$ cat src/rtl/pc_fetch_unit.sv
// pc_fetch_unit: program counter and instruction-fetch stage.
// Fetches one instruction at a time over a ready-handshaked port, presents it
// for one EXEC cycle, then advances the PC (sequential, branch or jump) and
// updates the retire and redirect counters.
module pc_fetch_unit #(
    parameter logic [31:0] RESET_PC = 32'h0000_0000
) (
    input  logic        clk,
    input  logic        rst_n,
    input  logic        pc_src,
    input  logic        jump,
    input  logic [31:0] sign_imm,
    input  logic [25:0] jump_field,
    input  logic        halt,
    output logic        imem_req,
    output logic [31:0] imem_addr,
    input  logic        imem_ready,
    input  logic [31:0] instr_in,
    output logic [31:0] instr_out,
    output logic        instr_valid,
    output logic [31:0] pc_out,
    output logic [31:0] pc_plus4,
    output logic [31:0] retire_count,
    output logic [15:0] redirect_count
);

    typedef enum logic [1:0] {
        IDLE,
        FETCH,
        EXEC,
        HALTED
    } state_t;

    state_t      state;
    logic [31:0] pc;
    logic [31:0] next_pc;
    logic [31:0] jump_target;
    logic [31:0] branch_target;

    assign pc_out    = pc;
    assign imem_addr = pc;
    assign pc_plus4  = pc + 32'd4;

    // Next-PC selection: jump has priority over a taken branch.
    always_comb begin
        jump_target   = {pc_plus4[31:28], jump_field, 2'b00};
        branch_target = pc_plus4 + (sign_imm << 2);
        next_pc       = pc_plus4;
        if (jump) begin
            next_pc = jump_target;
        end else if (pc_src) begin
            next_pc = branch_target;
        end
    end

    // Fetch/execute sequencer with registered handshake outputs, PC and counters.
    always_ff @(posedge clk or negedge rst_n) begin
        if (!rst_n) begin
            state          <= IDLE;
            pc             <= RESET_PC;
            imem_req       <= 1'b0;
            instr_valid    <= 1'b0;
            instr_out      <= '0;
            retire_count   <= '0;
            redirect_count <= '0;
        end else begin
            case (state)
                IDLE: begin
                    state    <= FETCH;
                    imem_req <= 1'b1;
                end
                FETCH: begin
                    if (imem_ready) begin
                        instr_out   <= instr_in;
                        state       <= EXEC;
                        imem_req    <= 1'b0;
                        instr_valid <= 1'b1;
                    end
                end
                EXEC: begin
                    pc           <= next_pc;
                    retire_count <= retire_count + 32'd1;
                    if ((jump || pc_src) && (redirect_count != '1)) begin
                        redirect_count <= redirect_count + 16'd1;
                    end
                    instr_valid <= 1'b0;
                    if (halt) begin
                        state    <= HALTED;
                        imem_req <= 1'b0;
                    end else begin
                        state    <= FETCH;
                        imem_req <= 1'b1;
                    end
                end
                HALTED: begin
                    imem_req    <= 1'b0;
                    instr_valid <= 1'b0;
                end
                default: begin
                    state       <= IDLE;
                    imem_req    <= 1'b0;
                    instr_valid <= 1'b0;
                end
            endcase
        end
    end

endmodule

$ cat config.mk
export PLATFORM = sky130hd
export DESIGN_NAME = pc_fetch_unit
export DESIGN_NICKNAME = d
export VERILOG_FILES = /design/src/rtl/pc_fetch_unit.sv
export SDC_FILE = /design/constraint.sdc
export NUM_CORES = 1
export LEC_CHECK = 0
export CORE_MARGIN = 10
export CORE_UTILIZATION = 37
export DETAILED_ROUTE_END_ITERATION = 16
export HOLD_SLACK_MARGIN = 0.08
export PLACE_DENSITY_LB_ADDON = 0.05
export SYNTH_ARGS = -nofsm -noshare
export SYNTH_HDL_FRONTEND = slang
export SYNTH_SLANG_ARGS = --single-unit
$ cat constraint.sdc
create_clock -name clk -period 6 [get_ports clk]
set_clock_uncertainty 0.15 [all_clocks]
set_input_delay 1.2 -clock clk [delete_from_list [all_inputs] [get_ports clk]]
set_output_delay 1.2 -clock clk [all_outputs]
set_load 0.005 [all_outputs]
==> results of run 1 <==
==> cell type report <==
cell class                 count  share of cell area [%]
tap                          270                    3.09
clock inverter                15                    1.55
sequential                   114                    26.1
clock buffer                  17                    3.90
inverter                      15                   0.516
multi-input combinational    627                    40.1
timing repair buffer         271                    24.7
==> synth_stat cells (3+ instances only) <==
cell type / number
nand3b_1: 3
a21oi_1: 53
o21bai_1: 6
a22o_1: 3
nand3_1: 36
clkbuf_1: 10
nor2_1: 49
and2_1: 5
buf_1: 9
a31oi_1: 4
nand4_1: 18
xor2_1: 32
xnor2_1: 61
a21o_1: 13
a221o_1: 3
mux2_2: 34
and3_1: 21
nor2b_1: 7
ha_1: 42
nand2_1: 84
nor3_1: 8
o21ai_0: 40
mux2i_1: 7
a21boi_0: 5
a211oi_1: 10
o22ai_1: 10
o21a_1: 6
and4_1: 7
nor3b_1: 3
dfrtp_1: 114
buf_4: 38
o211ai_1: 8
inv_1: 13
==> per-layer routing <==
layer | wire length [microns] | global-route usage (%) | vias to the layer above
met2 | 12000 | 30.8 | 237
met4 | 191 | 3.78 | 2
met1 | 11400 | 24.2 | 3332
met3 | 2670 | 7.98 | 20
li1 | - | - | 3352
met5 | 20 | 0 | -
==> cell usage in the layout, fill, tap and decap left out, drive strengths merged, types with 7 or more instances in the layout <==
cell           synthesis  routed
inv                   13      21
mux2i                  7       7
a21oi                 54      54
and4                   8       8
o211ai                 8       8
nor2                  49      49
nand4                 20      20
buf                   49       7
nand3                 37      37
nor3                   8       8
o21bai                 7       7
o22ai                 10      10
ha                    42      42
nand2                 84      84
xnor2                 63      63
clkbuf                11      17
clkdlybuf4s50          0     264
dfrtp                114     114
a21o                  13      13
nor2b                  7       7
a211oi                10      10
mux2                  36      36
xor2                  32      32
clkinv                 2       7
and3                  22      22
o21ai                 42      42
==> registers in the layout, indices dropped and copies added (netlist names) <==
| name | cells |
|---|---|
| instr_out | 32 |
| state | 2 |
| imem_req | 1 |
| retire_count | 32 |
| instr_valid | 1 |
| redirect_count | 16 |
| imem_addr | 30 |
==> cell families after synthesis <==
group | Yosys count | synth area share [%]
adder cells (fa/ha/maj) | 43 | 7.12
other | 1 | 0.0489
multiplexers | 43 | 6.21
AO/OA/AOI/OAI | 184 | 15.3
flip-flops | 114 | 37.2
AND/OR/NAND/NOR | 256 | 17.1
buffers and inverters | 75 | 5.86
XOR/XNOR | 95 | 11.1
==> per-stage QoR <==
stage | hold slack [ns] | util, % | instance area (sq um) | instances
after floorplan | 0.318 | - | 7680 | 816
after global placement | 0.312 | 50.9 | 10300 | 1297
after detailed placement | 0.313 | 50.9 | 10300 | 1297
after CTS | 0.325 | 53.8 | 10900 | 1329
after global routing | 0.349 | 53.8 | 10900 | 1329
final | 0.317 | 53.8 | 10900 | 1329
==> worst paths after layout <==
check	start	endpoint	slack, ns
min in group asynchronous	rst_n	imem_addr[21]	0.81
max reg2reg	imem_addr[3]	imem_addr[25]	1.42
min reg2reg	retire_count[31]	retire_count[31]	0.32
min	retire_count[31]	retire_count[31]	0.32
max in group asynchronous	rst_n	instr_out[29]	3.77
max	imem_addr[3]	pc_plus4[24]	1.31
==> power breakdown <==
group          leakage (nW)  total [W]  switching (W)  internal (W)
logic                  2.90    0.00280        0.00127       0.00152
registers              1.44    0.00130       0.000294       0.00101
clock network         0.296    0.00105       0.000428      0.000624
==> flow_summary.ini, run 1 <==
[place]
numPortBuffers = 265
gp_congestion = 0.851
pre_cts_slack_ns = 1.43
hpwl_microns = 19900

[power]
power_leakage_nw = 4.63
powerDensity_nw_per_um2 = 472
max-vdd-ir-drop_mv = 0.213
power_w = 0.00515

[sta]
fin_tns_setup_ns = 0
min_period_ns = 4.69
setup_viol = 0
hold_violations = 0
finalWorstSetupSlack_ns = 1.31
worst_pin_slew_ns = 1.02
maxSlewHeadroom_pct = 32.1
min_period_over_period_pct = 78.2
max_freq_ghz = 0.213
rsz0062_at_grt = false
finalMaxSlewViolations = 0

[final_layout]
antenna-diode-count = 0
regArea_sq_um = 2850
drive_above_1_share_pct = 8.40
fin_nets = 1185
area_growth_pct = 42.5
multi_input_area_sq_um = 4380
fill_cells = 1903

[synthesis]
ys_top_cells_by_area = dfrtp_1 (37%), xnor2_1 (7.0%), ha_1 (6.9%)
synth_top_area_share_pct = 37.2
synthArstFlopShare_pct = 100
synthesis.area_per_instance_sq_um = 9.45
synth-seq-area-share_pct = 37.2
yosysWarnings = 0
ys_ff_latch = 114
syn_inst = 811
synth.distinct_cells = 69
yosysTopAreaCell = dfrtp_1
synthFlopType = dfrtp_1
synth-edff-count = 0
netlist_area_sq_um = 7660

[setup_path]
cp_cell_sequence = ha_1 > inv_1 > nor4_4 > nand2_1 > nor2_1 > nand3_1 > xnor2_1 > clkdlybuf4s50_1
worstPathRequired_ns = 4.65
crit_fanout = 7
cp.depth = 8
endpoint_kind = primary output
worstSetupPathType = reg2out
path_buf_inv = 2
max_stage_delay_ns = 0.67
crit_path_top_delay_cell = nor4_4
r2r_cells = 14
critical_path_arrival_ns = 3.34
cp-start-kind = register
cp_top_family = simple AND/OR/NAND/NOR gates

[clocking]
htreeDepth = 4
cts_tree = done
postCtsSetupRepairBufs = 0
cts_hold_buf = 0
clock-sinks = 114
cts_resized = 0
cts_buffer_depth = 2
cts_buffers = 17
clkTransAtPathRegs_ns = 0.06
clk_latency_ns = 0.42
clock-root-buffer = clkbuf_16

[outcome]
status = completed

[detailed_routing]
wl_per_cell_microns = 19.8
totalWireLength_microns = 26300
drc_errors = 0
vias = 6943
first_pass_iters = 5
postRouteAntennaNets = 0
first_iter_violations = 365
viasPerCell = 5.22

[hold_path]
hold_class = reg2reg
min_path_cells = 1

[floorplan]
rows = 52
die_area_sq_um = 26900
core_area_sq_um = 20300
dieHeight_microns = 164
die_w_microns = 164
num_io_pins = 274
initial_core_util_pct = 37.7

[global_route]
track_usage_pct = 19.3
grt_pass1_wl_microns = 40800
antenna_found_initial = 1
grt_remaining_overflow = 0
grt_pass1_vias = 7183
grt_max_degree = 76

[flow_run]
cap_violations = 0
Power figures use the tool's default switching activity.
==> inputs of run 2 (changes only) <==
==> constraint.sdc (replaced) <==
create_clock -name clk -period 4.35 [get_ports clk]
set_clock_uncertainty 0.15 [all_clocks]
set_input_delay 0.87 -clock clk [delete_from_list [all_inputs] [get_ports clk]]
set_output_delay 0.87 -clock clk [all_outputs]
set_load 0.005 [all_outputs]
==> run 2 against run 1 <==
Wire length shrank 0.14%; final cell count grew 1.4%; global-route usage decreased by 0.11 points; critical path type unchanged; highest routed layer unchanged.
==> flow_summary.ini, run 2 (synthesized netlist as in run 1, its figures left out) <==
[clocking]
cts_buffer_depth = 2
clock-sinks = 114
clk_latency_ns = 0.42
clkTransAtPathRegs_ns = 0.07
cts_buffers = 17
cts_tree = done
htreeDepth = 4
clock-root-buffer = clkbuf_16

[detailed_routing]
wl_per_cell_microns = 19.5
first_iter_violations = 353
postRouteAntennaNets = 0
drc_errors = 0
totalWireLength_microns = 26300
vias = 7000
viasPerCell = 5.20
first_pass_iters = 5

[final_layout]
final_cell_mix = clkdlybuf4s50_1 (264), dfrtp_1 (113), nand2_1 (84)
drive_above_1_share_pct = 10.1
layout_commonest_cell = clkdlybuf4s50_1
area_growth_pct = 44.8
fill_cells = 1888
fin_nets = 1202
fin_cells = 1347

[global_route]
grt_remaining_overflow = 0
antenna_found_initial = 2
grt_pass1_wl_microns = 40600
grt_pass1_vias = 7094
track_usage_pct = 19.2
gr-usage-met3_pct = 7.53
grt_max_degree = 68
grt_use_met2_pct = 30.4
met1_usage_pct = 24.2
busiest_layer = met2

[floorplan]
initial_core_util_pct = 37.7
die_w_microns = 164
dieHeight_microns = 164
core_area_sq_um = 20300
rows = 52
die_area_sq_um = 26900
num_io_pins = 274

[hold_path]
hold_class = reg2reg

[setup_path]
crit_fanout = 8
cp-start-kind = register
worstSetupPathType = reg2out
cp_cell_sequence = nand4_2 > nor4_4 > buf_4 > and3_1 > nand3_2 > xnor2_2 > buf_4 > clkdlybuf4s50_1
worstPathRequired_ns = 3.33
endpoint_kind = primary output
critical_path_arrival_ns = 3.09
crit_path_top_delay_cell = clkdlybuf4s50_1
max_stage_delay_ns = 0.50
path_common_cell = buf_4

[outcome]
status = completed

[place]
pre_cts_slack_ns = 0.228
numPortBuffers = 265
placedCellCount = 1313
hpwl_microns = 20100
gp_congestion = 0.878

[sta]
hold_slack_ns = 0.322
min_period_ns = 4.11
min_period_over_period_pct = 94.4
setup_viol = 0
worst_pin_slew_ns = 0.967
max_freq_ghz = 0.244
finalMaxSlewViolations = 0
finalWorstSetupSlack_ns = 0.244
rsz0062_at_grt = false
fin_tns_setup_ns = 0
maxSlewHeadroom_pct = 35.5
hold_violations = 0

[flow_run]
cap_violations = 0

[power]
power_leakage_nw = 4.73
max-vdd-ir-drop_mv = 0.324
powerDensity_nw_per_um2 = 651
-- run 2: cell types whose count changed in the layout (fill, tap and decap cells not counted) --
cell	before	now
dfrtp_1	114	113
inv_8	1	3
xnor2_2	2	4
clkinvlp_4	0	1
clkinv_2	2	0
buf_12	0	1
xnor2_1	61	59
clkinv_8	0	1
dfrtp_2	0	1
clkinv_4	3	1
diode_2	0	1
buf_4	7	23
-- run 2: through the flow --
step / utilization, % / instance area, sq um / power [W]
2_1_floorplan: - / 7680 / 0.00393
3_3_place_gp: 51.5 / 10500 / 0.00574
3_5_place_dp: 51.5 / 10500 / 0.00576
4_1_cts: 54.5 / 11100 / 0.00730
5_1_grt: 54.7 / 11100 / 0.00777
6_report: 54.7 / 11100 / 0.00722
-- run 2: power by group --
group | internal [W] | total (W) | leakage, nW | switching, W
Sequential | 0.00139 | 0.00176 | 1.44 | 0.000367
Clock | 0.000873 | 0.00148 | 0.299 | 0.000604
Combinational | 0.00217 | 0.00399 | 3.00 | 0.00181
Total | 0.00444 | 0.00722 | 4.73 | 0.00278
-- run 2: cell type report --
cell class	count	area (sq um)	area share [%]
clock buffer	17	425	3.83
multi-input combinational	627	4400	39.6
timing repair buffer	288	2840	25.6
inverter	15	56.3	0.507
antenna	1	2.50	0.0226
clock inverter	15	188	1.69
sequential	114	2850	25.7
tap	270	338	3.04
-- run 2: routing by layer --
metal / vias to the layer above / share of wire (%)
li1: 3386 / -
met1: 3355 / 43
met2: 238 / 46
met3: 19 / 9.8
met4: 2 / 1.1
met5: - / 0.049
-- run 2: worst paths after layout --
path,startpoint,slack [ns],to,cells after the start
worst max register to register,imem_addr[2],0.34,imem_addr[31],17
worst min-delay path,retire_count[31],0.32,retire_count[31],1
worst max-delay path,imem_addr[9],0.24,pc_plus4[27],8
min in group asynchronous,rst_n,0.40,imem_addr[21],1
max in group asynchronous,rst_n,2.83,retire_count[2],2
worst min register to register,retire_count[31],0.32,retire_count[31],1
-- run 2: what timing repair did --
item | CTS | global route
setup buffers | 0 | 1
hold buffers | 0 | 0
resized for setup | 0 | 3
setup endpoints to repair | 0 | 3
-- run 2: worst max-delay path: cells and delay by family (launching register included) --
family        cells  cell delay (ns)
flops             1             0.49
simple gates      4             1.13
buf+inv           3             0.86
xor+xnor          1             0.18
==> inputs of run 3 (changes only) <==
==> constraint.sdc (replaced) <==
create_clock -name clk -period 4.35 [get_ports clk]
set_clock_uncertainty 0.15 [all_clocks]
set_input_delay 0.87 -clock clk [delete_from_list [all_inputs] [get_ports clk]]
set_output_delay 0.87 -clock clk [all_outputs]
set_load 0.05 [all_outputs]
==> run 3 against run 2 <==
Combinational power up 53%; clock power barely moved; final cell count about the same; core utilization is 0.62 points higher; sequential power grew 3%; sequential share of layout area fell by 0.27 points; fmax is 1.2% lower; die area stayed put; sequential cell count is the same; first-iteration DRC count decreased by 0.57%; critical endpoint is now pc_plus4[29]; largest power group unchanged.
==> flow_summary.ini, run 3 (synthesized netlist as in run 1, its figures left out) <==
[outcome]
status = completed

[final_layout]
multi_input_area_sq_um = 4530
antenna-diode-count = 0
fill_cells = 1863
regArea_sq_um = 2860
final_cell_mix = clkdlybuf4s50_1 (259), dfrtp_1 (111), nand2_1 (84)
fin_nets = 1202
layout_commonest_cell = clkdlybuf4s50_1
drive_above_1_share_pct = 11.9
area_growth_pct = 46.5

[clocking]
postCtsSetupRepairBufs = 0
htreeDepth = 4
clock-root-buffer = clkbuf_16
clock-sinks = 114
clkTransAtPathRegs_ns = 0.06
cts_buffer_depth = 2
clk_latency_ns = 0.41
cts_tree = done
cts_hold_buf = 0
cts_buffers = 17
cts_resized = 0

[sta]
rsz0062_at_grt = false
finalWorstSetupSlack_ns = 0.195
min_period_over_period_pct = 95.5
fin_tns_setup_ns = 0
maxSlewHeadroom_pct = 34.3
max_freq_ghz = 0.241
min_period_ns = 4.16
setup_viol = 0
worst_pin_slew_ns = 0.984
finalMaxSlewViolations = 0
hold_violations = 0

[hold_path]
hold_class = reg2reg

[global_route]
grt_use_met2_pct = 29.6
met1_usage_pct = 24.4
antenna_found_initial = 0
grt_remaining_overflow = 0
gr-usage-met3_pct = 7.01
busiest_layer = met2
track_usage_pct = 19.0
grt_pass1_vias = 7005
grt_max_degree = 61
grt_pass1_wl_microns = 40200

[floorplan]
core_area_sq_um = 20300
initial_core_util_pct = 37.7
rows = 52
die_w_microns = 164
dieHeight_microns = 164
die_area_sq_um = 26900
num_io_pins = 274

[detailed_routing]
first_iter_violations = 351
postRouteAntennaNets = 0
viasPerCell = 5.22
vias = 7031
totalWireLength_microns = 26100
first_pass_iters = 5
wl_per_cell_microns = 19.4
drc_errors = 0

[power]
pwr-share-comb_pct = 65.1
p_clk_share_pct = 15.7
p_int_w = 0.00453
powerDensity_nw_per_um2 = 838
seqPwrFrac_pct = 19.2
swShare_pct = 51.8
max-vdd-ir-drop_mv = 0.474
power_leakage_nw = 4.81
switching_power_w = 0.00487

[place]
numPortBuffers = 265
pre_cts_slack_ns = 0.250
gp_congestion = 0.911
hpwl_microns = 20000

[setup_path]
cp-start-kind = register
cp_cell_sequence = nand4_2 > nor4_4 > buf_4 > nand4_1 > xnor2_1 > clkdlybuf4s50_1
crit_fanout = 8
worstPathRequired_ns = 3.33
path_buf_inv = 2
endpoint_kind = primary output
cp_top_family = buffers and inverters
worstSetupPathType = reg2out
crit_path_top_delay_cell = clkdlybuf4s50_1
max_stage_delay_ns = 0.88
critical_path_arrival_ns = 3.14

[flow_run]
cap_violations = 0
==> run 3: cell count changes in the layout (fill, tap and decap cells not counted), sizes merged <==
| cell | change |
|---|---|
| clkdlybuf4s50 | -5 |
| diode | -1 |
| buf | +5 |
| clkbuf | +1 |
| bufinv | +1 |
| clkinv | +4 |
| inv | -6 |
==> run 3: final timing paths <==
path	startpoint	end	slack (ns)	depth (start not counted)
worst max-delay path	imem_addr[9]	pc_plus4[29]	0.19	6
worst min-delay path	retire_count[31]	retire_count[31]	0.32	1
worst max register to register	imem_addr[2]	imem_addr[25]	0.26	15
worst min register to register	retire_count[31]	retire_count[31]	0.32	1
max in group asynchronous	rst_n	imem_addr[3]	2.80	2
min in group asynchronous	rst_n	imem_addr[21]	0.42	1
==> run 3: layout make-up <==
type	count	area share [%]
multi-input cells	627	40.4
flip-flops and latches	114	25.5
repair buffers	288	25.2
clock buffers	18	3.91
well taps	270	3.01
clock inverters	14	1.58
inverters	15	0.502
==> run 3: power by group through the flow <==
stage	Clock (W)	Combinational, W	Sequential (W)
4_1_cts	0.00152	0.00615	0.00181
3_5_place_dp	0	0.00612	0.00183
2_1_floorplan	0	0.00322	0.00290
5_1_grt	0.00156	0.00650	0.00188
6_report	0.00148	0.00612	0.00181
3_3_place_gp	0	0.00612	0.00182
==> run 3: metrics by stage <==
step           power, W  util (%)  cells  hold slack [ns]  area [sq um]
3_5_place_dp    0.00794      52.2   1314            0.317         10600
6_report        0.00940      55.3   1346            0.316         11200
2_1_floorplan   0.00612         -    816            0.381          7840
4_1_cts         0.00948      55.3   1346            0.325         11200
5_1_grt         0.00994      55.3   1346            0.328         11200
3_3_place_gp    0.00794      52.2   1314            0.310         10600
==> run 3: routing by layer <==
layer / up-vias / wire [microns]
met3: 17 / 2670
met2: 260 / 12000
li1: 3381 / -
met4: 0 / 213
met5: - / 0
met1: 3373 / 11200
